`src/rtl/data_mem_responder.sv`:
```
// data_mem_responder: load/store responder for the data port, backed by a
// word-organised synchronous RAM. Sub-word stores use read-modify-write.
module data_mem_responder #(
  parameter int unsigned ADDR_WIDTH = 9
) (
  input  logic                  clock,
  input  logic                  reset_n,
  input  logic                  req_valid,
  output logic                  req_ready,
  input  logic                  req_write,
  input  logic [1:0]            req_size,
  input  logic                  req_unsigned,
  input  logic [ADDR_WIDTH-1:0] req_addr,
  input  logic [31:0]           req_wdata,
  output logic                  resp_valid,
  output logic [31:0]           resp_rdata,
  output logic                  resp_error
);

  localparam int unsigned IDX_W = ADDR_WIDTH - 2;
  localparam int unsigned DEPTH = 1 << IDX_W;

  localparam logic [1:0] SZ_BYTE = 2'b00;
  localparam logic [1:0] SZ_HALF = 2'b01;
  localparam logic [1:0] SZ_WORD = 2'b10;
  localparam logic [1:0] SZ_ILL  = 2'b11;

  typedef enum logic [1:0] {
    S_IDLE  = 2'd0,
    S_READ  = 2'd1,
    S_MERGE = 2'd2,
    S_RESP  = 2'd3
  } state_t;

  state_t                state_q, state_d;
  logic [ADDR_WIDTH-1:0] addr_q, addr_d;
  logic [1:0]            size_q, size_d;
  logic                  uns_q, uns_d;
  logic [15:0]           wdata_q, wdata_d;   // only sub-word stores replay wdata
  logic                  ready_q, ready_d;
  logic                  valid_q, valid_d;
  logic                  error_q, error_d;
  logic [31:0]           rdata_q, rdata_d;

  logic [31:0]           mem [DEPTH];
  logic [31:0]           rd_word_q;

  logic                  accept_c;
  logic                  misalign_c;
  logic                  mem_we_c;
  logic                  mem_re_c;
  logic [IDX_W-1:0]      mem_idx_c;
  logic [31:0]           mem_wdata_c;
  logic [31:0]           merged_c;
  logic [31:0]           load_c;
  logic [7:0]            byte_c;
  logic [15:0]           half_c;

  // Illegal size or misaligned halfword/word request
  always_comb begin
    misalign_c = 1'b0;
    unique case (req_size)
      SZ_BYTE: misalign_c = 1'b0;
      SZ_HALF: misalign_c = req_addr[0];
      SZ_WORD: misalign_c = (req_addr[1:0] != 2'b00);
      SZ_ILL:  misalign_c = 1'b1;
    endcase
  end

  // Lane extraction/extension for loads and lane insertion for sub-word stores
  always_comb begin
    byte_c   = rd_word_q[{addr_q[1:0], 3'b000} +: 8];
    half_c   = rd_word_q[{addr_q[1], 4'b0000} +: 16];
    load_c   = rd_word_q;
    merged_c = rd_word_q;
    unique case (size_q)
      SZ_BYTE: begin
        load_c = uns_q ? {24'b0, byte_c} : {{24{byte_c[7]}}, byte_c};
        merged_c[{addr_q[1:0], 3'b000} +: 8] = wdata_q[7:0];
      end
      SZ_HALF: begin
        load_c = uns_q ? {16'b0, half_c} : {{16{half_c[15]}}, half_c};
        merged_c[{addr_q[1], 4'b0000} +: 16] = wdata_q;
      end
      default: begin
        load_c   = rd_word_q;
        merged_c = rd_word_q;
      end
    endcase
  end

  // Next-state, request latching, RAM control and registered output values
  always_comb begin
    state_d     = state_q;
    addr_d      = addr_q;
    size_d      = size_q;
    uns_d       = uns_q;
    wdata_d     = wdata_q;
    rdata_d     = rdata_q;
    valid_d     = 1'b0;
    error_d     = 1'b0;
    ready_d     = 1'b0;
    mem_we_c    = 1'b0;
    mem_re_c    = 1'b0;
    mem_idx_c   = addr_q[ADDR_WIDTH-1:2];
    mem_wdata_c = merged_c;
    accept_c    = (state_q == S_IDLE) && req_valid && ready_q;

    unique case (state_q)
      S_IDLE: begin
        if (accept_c) begin
          addr_d  = req_addr;
          size_d  = req_size;
          uns_d   = req_unsigned;
          wdata_d = req_wdata[15:0];
          if (misalign_c) begin
            state_d = S_RESP;
            valid_d = 1'b1;
            error_d = 1'b1;
            rdata_d = 32'b0;
          end else if (req_write && (req_size == SZ_WORD)) begin
            mem_we_c    = 1'b1;
            mem_idx_c   = req_addr[ADDR_WIDTH-1:2];
            mem_wdata_c = req_wdata;
            state_d     = S_RESP;
            valid_d     = 1'b1;
            rdata_d     = 32'b0;
          end else begin
            mem_re_c  = 1'b1;
            mem_idx_c = req_addr[ADDR_WIDTH-1:2];
            state_d   = req_write ? S_MERGE : S_READ;
          end
        end
      end
      S_READ: begin
        rdata_d = load_c;
        valid_d = 1'b1;
        state_d = S_RESP;
      end
      S_MERGE: begin
        mem_we_c = 1'b1;
        rdata_d  = 32'b0;
        valid_d  = 1'b1;
        state_d  = S_RESP;
      end
      S_RESP: begin
        state_d = S_IDLE;
      end
    endcase

    ready_d = (state_d == S_IDLE);
  end

  // State and output registers
  always_ff @(posedge clock or negedge reset_n) begin
    if (!reset_n) begin
      state_q <= S_IDLE;
      addr_q  <= '0;
      size_q  <= 2'b00;
      uns_q   <= 1'b0;
      wdata_q <= 16'b0;
      ready_q <= 1'b1;
      valid_q <= 1'b0;
      error_q <= 1'b0;
      rdata_q <= 32'b0;
    end else begin
      state_q <= state_d;
      addr_q  <= addr_d;
      size_q  <= size_d;
      uns_q   <= uns_d;
      wdata_q <= wdata_d;
      ready_q <= ready_d;
      valid_q <= valid_d;
      error_q <= error_d;
      rdata_q <= rdata_d;
    end
  end

  // Synchronous RAM: one write port, one registered read port, contents not reset
  always_ff @(posedge clock) begin
    if (mem_we_c) begin
      mem[mem_idx_c] <= mem_wdata_c;
    end
    if (mem_re_c) begin
      rd_word_q <= mem[mem_idx_c];
    end
  end

  assign req_ready  = ready_q;
  assign resp_valid = valid_q;
  assign resp_rdata = rdata_q;
  assign resp_error = error_q;

endmodule

```
`config.mk`:
```
export PLATFORM = sky130hd
export DESIGN_NAME = data_mem_responder
export DESIGN_NICKNAME = d
export VERILOG_FILES = /design/src/rtl/data_mem_responder.sv
export SDC_FILE = /design/constraint.sdc
export NUM_CORES = 2
export LEC_CHECK = 0
export CAP_MARGIN = 20
export CORE_ASPECT_RATIO = 1.75
export CORE_UTILIZATION = 35
export CTS_BUF_LIST = sky130_fd_sc_hd__clkbuf_4 sky130_fd_sc_hd__clkbuf_8
export DETAILED_ROUTE_END_ITERATION = 10
export GPL_TIMING_DRIVEN = 0
export PLACE_DENSITY = 0.57
export SETUP_SLACK_MARGIN = 0.4
export SKIP_CTS_REPAIR_TIMING = 1
export SLEW_MARGIN = 5
export SYNTH_ARGS = -nofsm -noshare
export SYNTH_HDL_FRONTEND = slang
export SYNTH_SLANG_ARGS = --single-unit
```
`constraint.sdc`:
```
create_clock -name clock -period 17.5 [get_ports clock]
set_input_delay 1.75 -clock clock [delete_from_list [all_inputs] [get_ports clock]]
set_output_delay 1.75 -clock clock [all_outputs]
set_load 0.02 [all_outputs]
```
== Yosys cells after proc, flatten, opt, wreduce, memory -nomap -nowiden ==
Memories as Yosys holds them, arrays and structs flattened. A register that Yosys moved wholly into a read port is not among the register bits.
Index checks and enable logic that the tools add are counted.
Storage, ports and cells
  memories: 1
  memory bits (writable): 4096
  output and inout bits: 35
  register bits: 65
  logic and storage cells: 78
Cells by class
  shifts and indexed selects: 6
  reduce and logical (&&, ||, !) cells: 12
  equal/unequal tests: 9
  muxes and demuxes: 39
  add/subtract/negate cells: 2
Memory list
  mem: words 128, bits a word 32, rd ports 1, clocked after memory_dff 1, wr ports 1, RTL line 45  | logic [31:0] mem [DEPTH];
Operator list (count)
  two-way mux 32 bit: 9
  one-hot mux 32 bit (2 select lines): 2
  one-hot mux 32 bit (3 select lines): 1
  bitwise mux 32 bit: 2
  variable shift 16 x 7 -> 32 bit, first input constant: 1
  variable shift 8 x 7 -> 32 bit, first input constant: 1
  indexed part select 16 x 7 -> 32 bit: 1
  indexed part select 32 x 6 -> 16 bit: 1
  indexed part select 32 x 6 -> 8 bit: 1
  indexed part select 8 x 7 -> 32 bit: 1
  two-way mux 7 bit: 3
  two-way mux 1 bit: 14
  negator 5 -> 7 bit: 2
  == test 2 bit, second input constant: 4
  logical NOT 2 bit: 4
  two-way mux 2 bit: 4
  == test 2 x 1 -> 1 bit, second input constant: 3
  one-hot mux 2 bit (3 select lines): 1
  one-hot mux 1 bit (2 select lines): 2
  one-hot mux 1 bit (4 select lines): 1
  logical AND 1 bit: 3
  inequality test 3 x 2 -> 1 bit, second input constant: 1
  AND reduction 3 bit: 1
  nonzero test 3 bit: 1
  other kinds (4): 4

== Longest topological paths before layout ==
  depth in word-level cells: 8
  gate-level depth with buffers: 16
  depth with buffers taken out: 10

== Worst setup path before layout ==
Ideal clock, no wire load.
  kind: input-to-reg
  from: input port req_size[0]
  to: memory mem[0][10], data pin
  setup slack: 9951 ps
  arrival time: 6657 ps
  buffers on the path: 4
  stages: 8
  cells stage by stage: or3_1 > buf_4 > a21oi_4 > buf_4 > buf_4 > nand2_1 > clkbuf_1 > a21oi_1
On the way
  longest elaborated chain between the ends: 6
  elaborated cells on any way between the ends: 10
  those cells by class: eq/ne (3); mux (5); reduce/logical (2)
Ends and longest elaborated chain
  start: declaration: RTL line 11  | input logic [1:0] req_size,
  parallel branches: the longest is 3 deep, another holds one-hot mux 1 bit (4 select lines)
  two-way mux 32 bit (*): RTL line 116  | if (misalign_c) begin
  two-way mux 32 bit (*): RTL line 111  | if (accept_c) begin
  two-way mux 32 bit (*): RTL line 109  | unique case (state_q)
  via mem_wdata_c[10]: RTL line 53  | logic [31:0] mem_wdata_c;
  end: declaration: RTL line 45
Mark *: on every way through the listed nets, which the timed path passes.

== Final worst setup path ==
  from: input port req_addr[0]
  to: memory mem[82][11], enable pin
On the way
  longest elaborated chain between the ends: 7
  elaborated cells on any way between the ends: 10
  those cells by class: mux (9); reduce/logical (1)
Ends and longest elaborated chain
  start: declaration: RTL line 13  | input logic [ADDR_WIDTH-1:0] req_addr,
  nonzero test 2 bit: RTL line 65  | SZ_WORD: misalign_c = (req_addr[1:0] != 2'b00);
  one-hot mux 1 bit (4 select lines) (*): RTL line 62  | unique case (req_size)
  two-way mux 1 bit: RTL line 116
  two-way mux 1 bit: RTL line 111
  one-hot mux 1 bit (2 select lines): RTL line 109
  two-way mux 1 bit: RTL line 181  | if (mem_we_c) begin
  two-way mux 1 bit (not written as such): RTL line 182  | mem[mem_idx_c] <= mem_wdata_c;
Every way passes the cells marked *; elsewhere a longest branch is shown, timed or not.

==> impl_metrics.json <==
{
  "areaGrowthSynthToFinish_pct": 18.5,
  "powerDensity_nw_per_um2": 180,
  "routed_wl_mm": 684,
  "post-route-min-period_ns": 8.82,
  "dieHeight_um": 905,
  "yosys.area_share.adder_pct": 0.0843,
  "ant_nets": 0,
  "drc": 138,
  "final.setup.worst_slack_ns": 8.68,
  "fmax_mhz": 113,
  "cts_tree": "done",
  "synth.top_cell.area_share_pct": 75.9,
  "synthesis.nets": 10300,
  "synth_top_family_by_area": "compound AO/OA/AOI/OAI gates",
  "maxSlewViolCount": 0,
  "drive_gt1_share_pct": 16.5,
  "synth_top_area_cell": "edfxtp_1",
  "grt_max_degree": 81,
  "synthFlopType": "edfxtp_1",
  "final_cell_mix": "edfxtp_1, nand2_1, a22oi_1",
  "initial_utilization_pct": 35.2,
  "clk_latency_ns": 1.14,
  "crit_type": "input pin to register",
  "io_buffers": 80,
  "syn_inst": 10200,
  "mostFrequentLayoutCell": "edfxtp_1",
  "cap_viol_max_count": 0,
  "synthXorXnorAreaFrac_pct": 0,
  "muxShareOfSynthArea_pct": 2.52,
  "r2r-end": "mem[107][17]$_DFFE_PP_",
  "arrival_ns": 9.60,
  "ioPinCount": 83,
  "violations": "design-rule violations",
  "vdd_ir_drop_max_mv": 0.102,
  "synth-compound-area-share_pct": 13.1,
  "post_synth_instance_area_um2": 163000,
  "first_iter_violations": 14400,
  "fill_cells": 41300,
  "worst_slew_pin_slew_ns": 1.38,
  "rows": 331,
  "antenna_found_initial": 97,
  "htreeDepth": 6,
  "r2r_start": "addr_q[2]$_DFFE_PN0P_",
  "whs_ns": 0.456,
  "worstRegToRegCells": 12,
  "grt_pass1_vias": 107000,
  "root_buffer": "clkbuf_8",
  "avgViaCountPerCell": 6.06,
  "multi_input_area_um2": 36400,
  "setup_viol": 0,
  "async_flop_share_pct": 1.55,
  "crit_path_end_kind": "register",
  "path_clk_slew_ns": 0.06,
  "synth-edff-count": 4128,
  "nets": 11400,
  "gp_congestion": 1.09,
  "clock-sinks": 4193,
  "ys_types": 77,
  "crit_top_cell": "clkbuf_2",
  "dp_hpwl_mm": 498,
  "start_kind": "input pin",
  "seq_area_frac_synth_pct": 76.9,
  "outcome": "finished with violations",
  "avgSynthCellArea_um2": 16.0,
  "grt_usage_pct": 28.5,
  "crit_required_ns": 18.27,
  "hold_class": "input pin to asynchronous set/reset pin",
  "cts_buffer_depth": 4,
  "vias": 109000,
  "synth_warnings": 0,
  "timing.final.hold_violations": 0,
  "fp.coreArea_um2": 464000,
  "die_x_um": 518,
  "die_area_um2": 469000,
  "wl_per_cell_um": 38.0,
  "maxSlewHeadroom_pct": 7.76,
  "ys_ff_latch": 4193,
  "grt_overflow": 0,
  "yosys.area_share.simple_pct": 5.34,
  "rrSetupSlack_ns": 8.96,
  "cpPeakStageDelay_ns": 0.94,
  "path_cells": "clkdlybuf4s50_1, nor3_1, clkbuf_1, o2111a_1, o21bai_1, clkbuf_2, buf_12, clkbuf_2, buf_2, nand2_1, clkbuf_2, nor2_4, buf_12, buf_16",
  "seq_area_um2": 126000,
  "netlist_top_cells_area": "edfxtp_1, a22oi_1, mux2i_1",
  "worst_path_max_delay_cell": "o2111a_1",
  "crit_fanout": 16,
  "skew_ns": 0.107,
  "power.leakage_nw": 60.4,
  "grt_first_pass_wirelength_mm": 910,
  "place_ws_ns": 8.26,
  "firstDrtPassIters": 11,
  "rsz0062_at_grt": "false",
  "post-route-period-util_pct": 50.4,
  "setup_tns_ns": 0,
  "numCtsBuffers": 576
}
[cell type report]
cell class,count,share of cell area (%)
Inverter,29,0.0563
Sequential cell,4193,64.9
Clock buffer,779,4.97
Tap cell,6160,3.98
Antenna cell,80,0.103
Buffer,776,1.67
Timing Repair Buffer,553,4.77
Multi-Input combinational cell,5195,18.8
Clock inverter,218,0.722
[synth_stat cells (all sizes together) (6+ instances only)]
master and n:
o21a 18, nor2b 15, nor2 295, a31oi 167, mux2i 297, o21ai 308
a221oi 130, a41oi 32, o22a 79, nor4 84, o2111ai 32, mux2 91
a222oi 165, or3 28, o2bb2ai 258, o41ai 42, inv 27, nand2 732
and3 97, a22o 232, a21o 7, o22ai 123, edfxtp 4128, o2111a 29
a22oi 651, or2 9, and4 28, nand2b 14, nand3 499, nand4 37
o21bai 6, a21oi 425, buf 249, and2 36, a2111oi 87, clkbuf 527
nor3 13, dfrtp 64, a2bb2oi 74, ha 11
[logic make-up after synthesis]
logic type               count (synthesis)
adder cells (fa/ha/maj)                 11
multiplexers                           393
AND/OR/NAND/NOR                       1893
AO/OA/AOI/OAI                         2898
flip-flops                            4193
buffers and inverters                  805
[report_power, final]
part / total [mW] / switching [mW] / internal (mW) / leakage [nW]
clock: 7.55 / 3.77 / 3.77 / 5.81
combinational: 13.8 / 10.3 / 3.52 / 16.4
sequential: 13.4 / 0.125 / 13.3 / 38.2
total: 34.8 / 14.2 / 20.6 / 60.4
[worst max-delay path by stage]
stage	startpoint	end	slack [ns]
floorplan	req_size[0]	mem[0][10]$_DFFE_PP_	9.95
global placement	req_size[0]	mem[86][13]$_DFFE_PP_	0.03
detailed placement	req_valid	mem[107][15]$_DFFE_PP_	8.26
CTS	req_size[0]	mem[104][9]$_DFFE_PP_	9.41
global route	req_addr[0]	mem[106][3]$_DFFE_PP_	9.10
finish	req_addr[0]	mem[82][11]$_DFFE_PP_	8.68
[stage by stage]
| stage | cell area [um2] | total power, mW | utilization (%) | std cells |
|---|---|---|---|---|
| after floorplan | 163000 | 19.0 | - | 10200 |
| after global placement | 172000 | 26.0 | 37.0 | 16400 |
| after detailed placement | 182000 | 26.7 | 39.2 | 16900 |
| after CTS | 193000 | 34.1 | 41.6 | 17900 |
| after global routing | 193000 | 35.1 | 41.7 | 17900 |
| final | 194000 | 34.8 | 41.7 | 18000 |
[routing by layer]
metal	track usage [%]	vias up	share of wire, %
met1	28.1	55300	30
met5	0	-	0.021
li1	-	44100	-
met3	6.92	2438	8.6
met2	46.5	7168	47
met4	32.7	22	14
[registers in the layout, summed over array words and instances (netlist names)]
| name | count |
|---|---|
| mem | 4096 |
| rd_word_q | 32 |
| resp_rdata | 32 |
| wdata_q | 16 |
| addr_q | 9 |
| size_q | 2 |
| state_q | 2 |
| req_ready | 1 |
| resp_error | 1 |
| resp_valid | 1 |
| uns_q | 1 |
[worst max-delay path, delay by kind of cell]
kind / cells / cell delay [ns]
AOI/OAI and AO/OA: 2 / 1.33
buffers and inverters: 9 / 4.68
and+or+nand+nor: 3 / 1.66
Power figures use the tool's default switching activity.
